===== config.mk =====
export PLATFORM = sky130hd
export DESIGN_NAME = prog_loader
export DESIGN_NICKNAME = d
export VERILOG_FILES = /design/src/rtl/micro_pkg.sv /design/src/rtl/checksum_acc.sv /design/src/rtl/prog_loader.sv
export SDC_FILE = /design/constraint.sdc
export NUM_CORES = 1
export LEC_CHECK = 0
export CORE_ASPECT_RATIO = 1.75
export CORE_MARGIN = 10
export CORE_UTILIZATION = 55
export CTS_BUF_LIST = sky130_fd_sc_hd__clkbuf_4 sky130_fd_sc_hd__clkbuf_8
export DETAILED_ROUTE_END_ITERATION = 16
export PLACE_DENSITY = 0.8
export SETUP_SLACK_MARGIN = 0.3
export SLEW_MARGIN = 20
export SYNTH_ARGS = -nofsm -noshare
export SYNTH_HDL_FRONTEND = slang
export SYNTH_SLANG_ARGS = --single-unit

===== constraint.sdc =====
create_clock -name clk -period 4.4 [get_ports clk]
set_input_delay 0.88 -clock clk [delete_from_list [all_inputs] [get_ports clk]]
set_output_delay 0.88 -clock clk [all_outputs]
set_load 0.01 [all_outputs]

===== src/rtl/micro_pkg.sv =====
// Shared definitions for the micro and its program loader: data/address
// width defaults, the load-frame header byte and the loader FSM states.
package micro_pkg;

  localparam int unsigned MICRO_WIDTH     = 8;
  localparam int unsigned MICRO_N_ADDRESS = 8;
  localparam logic [7:0]  MICRO_SYNC_BYTE = 8'hA5;

  typedef enum logic [2:0] {
    ST_SYNC = 3'd0,
    ST_LEN  = 3'd1,
    ST_DATA = 3'd2,
    ST_CHK  = 3'd3,
    ST_DONE = 3'd4,
    ST_ERR  = 3'd5
  } ld_state_t;

endpackage


===== src/rtl/checksum_acc.sv =====
// Modulo-2**WIDTH byte accumulator for the load-frame checksum.
// zero reports whether the stored sum plus the byte currently on data
// wraps to zero, so the loader can judge the checksum byte on the same
// edge it accepts it.
module checksum_acc
  import micro_pkg::*;
#(
  parameter int unsigned WIDTH = MICRO_WIDTH
) (
  input  logic             clk,
  input  logic             clear,
  input  logic             en,
  input  logic [WIDTH-1:0] data,
  output logic             zero
);

  logic [WIDTH-1:0] sum;
  logic [WIDTH-1:0] total;

  // Running sum; clear dominates enable.
  always_ff @(posedge clk) begin
    if (clear) begin
      sum <= '0;
    end else if (en) begin
      sum <= sum + data;
    end
  end

  // Sum including the byte on the input, checked against zero.
  always_comb begin
    total = sum + data;
    zero  = (total == '0);
  end

endmodule


===== src/rtl/prog_loader.sv =====
// Program loader: parses SYNC / LEN / DATA... / CHK frames from a byte
// stream, writes the payload into program memory from address 0 and holds
// the micro in reset until a frame with a good checksum has been loaded.
module prog_loader
  import micro_pkg::*;
#(
  parameter int unsigned      WIDTH     = MICRO_WIDTH,
  parameter int unsigned      N_ADDRESS = MICRO_N_ADDRESS,
  parameter logic [WIDTH-1:0] SYNC_BYTE = WIDTH'(MICRO_SYNC_BYTE)
) (
  input  logic                 clk,
  input  logic                 rst,
  input  logic [WIDTH-1:0]     in_data,
  input  logic                 in_valid,
  output logic                 in_ready,
  input  logic                 start,
  output logic [N_ADDRESS-1:0] rom_wr_addr,
  output logic [WIDTH-1:0]     rom_wr_data,
  output logic                 rom_wr_en,
  output logic                 cpu_rst,
  output logic                 done,
  output logic                 error
);

  localparam logic [N_ADDRESS-1:0] ADDR_ONE = N_ADDRESS'(1);

  ld_state_t            state;
  logic [N_ADDRESS-1:0] addr;
  logic [N_ADDRESS-1:0] last_addr;
  logic                 accept;
  logic                 is_last;
  logic                 acc_clear;
  logic                 acc_en;
  logic                 chk_zero;

  // Handshake and accumulator control decoded from the current state.
  always_comb begin
    accept    = in_valid && in_ready;
    is_last   = (addr == last_addr);
    acc_clear = rst || ((state == ST_LEN) && accept);
    acc_en    = (state == ST_DATA) && accept;
  end

  checksum_acc #(
    .WIDTH (WIDTH)
  ) u_checksum_acc (
    .clk   (clk),
    .clear (acc_clear),
    .en    (acc_en),
    .data  (in_data),
    .zero  (chk_zero)
  );

  // Frame FSM with registered handshake, write port and status outputs.
  // Length L is stored as the last address L-1, so L=0 maps to all-ones and
  // a full 2**N_ADDRESS image ends at the top address without wrapping.
  always_ff @(posedge clk) begin
    if (rst) begin
      state       <= ST_SYNC;
      in_ready    <= 1'b1;
      rom_wr_en   <= 1'b0;
      rom_wr_addr <= '0;
      rom_wr_data <= '0;
      cpu_rst     <= 1'b1;
      done        <= 1'b0;
      error       <= 1'b0;
      addr        <= '0;
      last_addr   <= '0;
    end else begin
      rom_wr_en <= 1'b0;
      case (state)
        ST_SYNC: begin
          if (accept && (in_data == SYNC_BYTE)) begin
            state <= ST_LEN;
          end
        end
        ST_LEN: begin
          if (accept) begin
            last_addr <= N_ADDRESS'(in_data) - ADDR_ONE;
            addr      <= '0;
            state     <= ST_DATA;
          end
        end
        ST_DATA: begin
          if (accept) begin
            rom_wr_en   <= 1'b1;
            rom_wr_addr <= addr;
            rom_wr_data <= in_data;
            if (is_last) begin
              state <= ST_CHK;
            end else begin
              addr <= addr + ADDR_ONE;
            end
          end
        end
        ST_CHK: begin
          if (accept) begin
            in_ready <= 1'b0;
            if (chk_zero) begin
              state   <= ST_DONE;
              done    <= 1'b1;
              cpu_rst <= 1'b0;
            end else begin
              state <= ST_ERR;
              error <= 1'b1;
            end
          end
        end
        ST_DONE, ST_ERR: begin
          if (start) begin
            state    <= ST_SYNC;
            in_ready <= 1'b1;
            done     <= 1'b0;
            error    <= 1'b0;
            cpu_rst  <= 1'b1;
          end
        end
        default: begin
          state    <= ST_SYNC;
          in_ready <= 1'b1;
          done     <= 1'b0;
          error    <= 1'b0;
          cpu_rst  <= 1'b1;
        end
      endcase
    end
  end

endmodule


==> flow_metrics.py <==
metrics = {
    "synthesis": {
        "avgSynthCellArea_sq_um": 8.452,
        "ys_async_sr_fraction_pct": 0,
        "syn-num-nets": 309,
        "synth_top_cells_by_count": "57 x nand2_1, 48 x dfxtp_1, 30 x a21oi_1",
        "yosys_most_used_dff": "dfxtp_1",
        "syn_area_sq_um": 2417,
        "ys_seq_area_share_pct": 39.75,
        "synth_most_common_cell": "nand2_1",
        "synth_enable_flop_cells": 0,
        "yosys_warnings": 0,
        "ys_types": 47,
        "netlist_instances": 286,
        "yosys.area.top_type_share_pct": 39.75,
        "synth_area_leaders": "dfxtp_1 40%, nand2_1 8.9%, xor2_1 6.9%, a21oi_1 6.2%, ha_1 5.2%",
        "yosysTopAreaCell": "dfxtp_1",
        "ys_ff_latch": 48,
    },
    "timing": {
        "finalWorstSetupSlack_ns": 1.251,
        "setup-tns-final_ns": 0,
        "tightest_slew_ns": 0.6667,
        "finalCritPeriodShare_pct": 71.56,
        "fin_worst_skew_ns": 0.003659,
        "hold_violations": 0,
        "slew_viol_final": 0,
        "relSlewSlack_pct": 55.14,
        "holdWs_ns": 0.4568,
        "setup_viol": 0,
        "rsz0062_at_grt": "false",
        "finalCriticalPeriod_ns": 3.149,
        "max_freq_ghz": 0.3176,
    },
    "routing": {
        "viasPerCell": 5.638,
        "wl_um": 5544,
        "ant_nets": 0,
        "vias": 2058,
        "initialDrtViolationCount": 126,
        "firstDrtPassIters": 4,
        "wl_per_cell_um": 15.19,
        "drc": 0,
    },
    "global_routing": {
        "grt_pass1_vias": 2013,
        "antenna_found_initial": 0,
        "grt_overflow_total": 0,
        "track_usage_pct": 15.09,
        "grt_pass1_wl_um": 9508,
        "grt_max_degree": 33,
    },
    "power_and_ir_drop": {
        "finalPower_uw": 811.7,
        "p_per_area_nw_per_um2": 281.2,
        "leakage_uw": 0.001061,
        "vdd_drop_max_uv": 344.3,
    },
    "cells_and_area": {
        "fillers": 350,
        "drive_gt1_share_pct": 6.962,
        "utilization_pct": 68.91,
        "layout.nets": 338,
        "diodes": 0,
        "syn_to_final_growth_pct": 19.41,
    },
    "cts": {
        "cts_tree": "yes",
        "cts_setup_buffers": 0,
        "htreeDepth": 2,
        "clock_latency_ns": 0.30,
        "max-clock-path-buffers": 2,
        "numCtsBuffers": 5,
        "root_buffer": "clkbuf_8",
        "cts.sinks": 48,
        "cts_hold_buf": 0,
        "cts_resized": 0,
        "clk_pin_slew_ns": 0.09,
    },
    "critical_path": {
        "crit_type": "input port to register",
        "crit_path_max_incr_delay_ns": 0.51,
        "slowest_stage": "clkdlybuf4s50_1",
        "critPathMaxFanout": 5,
        "end_kind": "register",
        "worstPathRequired_ns": 4.56,
        "crit_buf_inv": 1,
        "crit_path_start_kind": "input port",
        "worstPathCellList": "clkdlybuf4s50_1, ha_1, fa_1, a211oi_1, o21bai_1, a21oi_1, xnor2_1, nor4b_4, o211ai_1",
        "crit_arrival_ns": 3.31,
        "cp_top_family": "compound AO/OA/AOI/OAI gates",
    },
    "placement": {
        "dp_hpwl_um": 4140,
        "gp_congestion": 0.8751,
        "post-place-ws_ns": 0.9527,
        "io_buffers": 32,
    },
    "hold_path": {
        "hold_path_class": "register to register",
    },
    "floorplan": {
        "start_util_pct": 57.71,
        "die_y_um": 107.7,
        "fp-row-count": 31,
        "die_w_um": 70.12,
        "die_area_sq_um": 7551,
        "core_sq_um": 4189,
        "io_pins": 33,
    },
    "outcome": {
        "outcome": "finished, final reports clean",
    },
    "run": {
        "cap_violations": 0,
    },
}
-- power by group --
| group | internal [uW] | leakage [uW] | switching [uW] |
|---|---|---|---|
| sequential | 435 | 0.000387 | 1.37 |
| combinational | 24.0 | 0.000620 | 32.8 |
| clock | 168 | 0.0000541 | 150 |
| total | 627 | 0.00106 | 184 |
-- per-stage QoR --
stage	std cells	instance area (sq um)
CTS	365	2887
detailed placement	357	2775
global route	365	2887
floorplan	286	2417
finish	365	2887
global placement	357	2775
-- area by class of cell --
cell class              instances  area, sq um  area share, %
multi-input cells             221         1391          48.20
flip-flops and latches         48        960.9          33.29
repair buffers                 36        350.3          12.14
clock buffers                   5        68.82          2.384
well taps                      49        61.31          2.124
clock inverters                 3        42.54          1.474
inverters                       3        11.26         0.3901
-- layout by cell type (no fill, tap or decap), drive strengths merged, types with 2 or more instances in the layout --
cell type	instances
ha	10
and2	2
nand2	57
inv	3
xor2	19
o21ai	6
clkdlybuf4s50	32
nand3b	2
nor2	26
xnor2	9
nand3	9
or3	3
a21oi	30
and3	2
a41oi	2
a211oi	10
nor3	7
dfxtp	48
nand2b	3
o21bai	2
clkbuf	5
buf	4
nor4	3
-- routing by layer --
| layer | vias to the layer above | wire length [um] | GRT usage, % |
|---|---|---|---|
| met4 | 0 | 111 | 7.224 |
| met3 | 10 | 198 | 3.324 |
| met5 | - | 0 | 0 |
| met2 | 35 | 3120 | 28.61 |
| met1 | 974 | 2114 | 14.91 |
| li1 | 1039 | - | - |
-- path summary, 6_finish.rpt --
kind	startpoint	end	slack, ns	depth (start not counted)
max	in_data[0]	cpu_rst$_SDFFE_PP1P_	1.25	9
min	rom_wr_addr[5]$_SDFFE_PP0P_	rom_wr_addr[5]$_SDFFE_PP0P_	0.46	2
max reg2reg	u_checksum_acc.sum[0]$_SDFFE_PP0P_	cpu_rst$_SDFFE_PP1P_	2.09	8
min reg2reg	rom_wr_addr[5]$_SDFFE_PP0P_	rom_wr_addr[5]$_SDFFE_PP0P_	0.46	2
-- registers in the layout (all words and copies together) (netlist names) --
signal,count
last_addr,8
cpu_rst,1
addr,8
state,3
error,1
u_checksum_acc.sum,8
rom_wr_data,8
done,1
in_ready,1
rom_wr_en,1
rom_wr_addr,8
-- tightest hold or removal path: stages (launching register included) --
cell	delay, ns
dfxtp_1	0.32
nand2_1	0.05
a21oi_1	0.05
-- cell families after synthesis --
family / count (synthesis) / share of synthesized area, %
DFF: 48 / 39.75
adders and majority gates: 11 / 6.004
xor gates and xnor gates: 29 / 11.08
buffers and inverters: 17 / 3.054
muxes: 2 / 0.8799
and+or+nand+nor: 122 / 24.07
AOI/OAI and AO/OA: 57 / 15.17
Power figures use the tool's default switching activity.
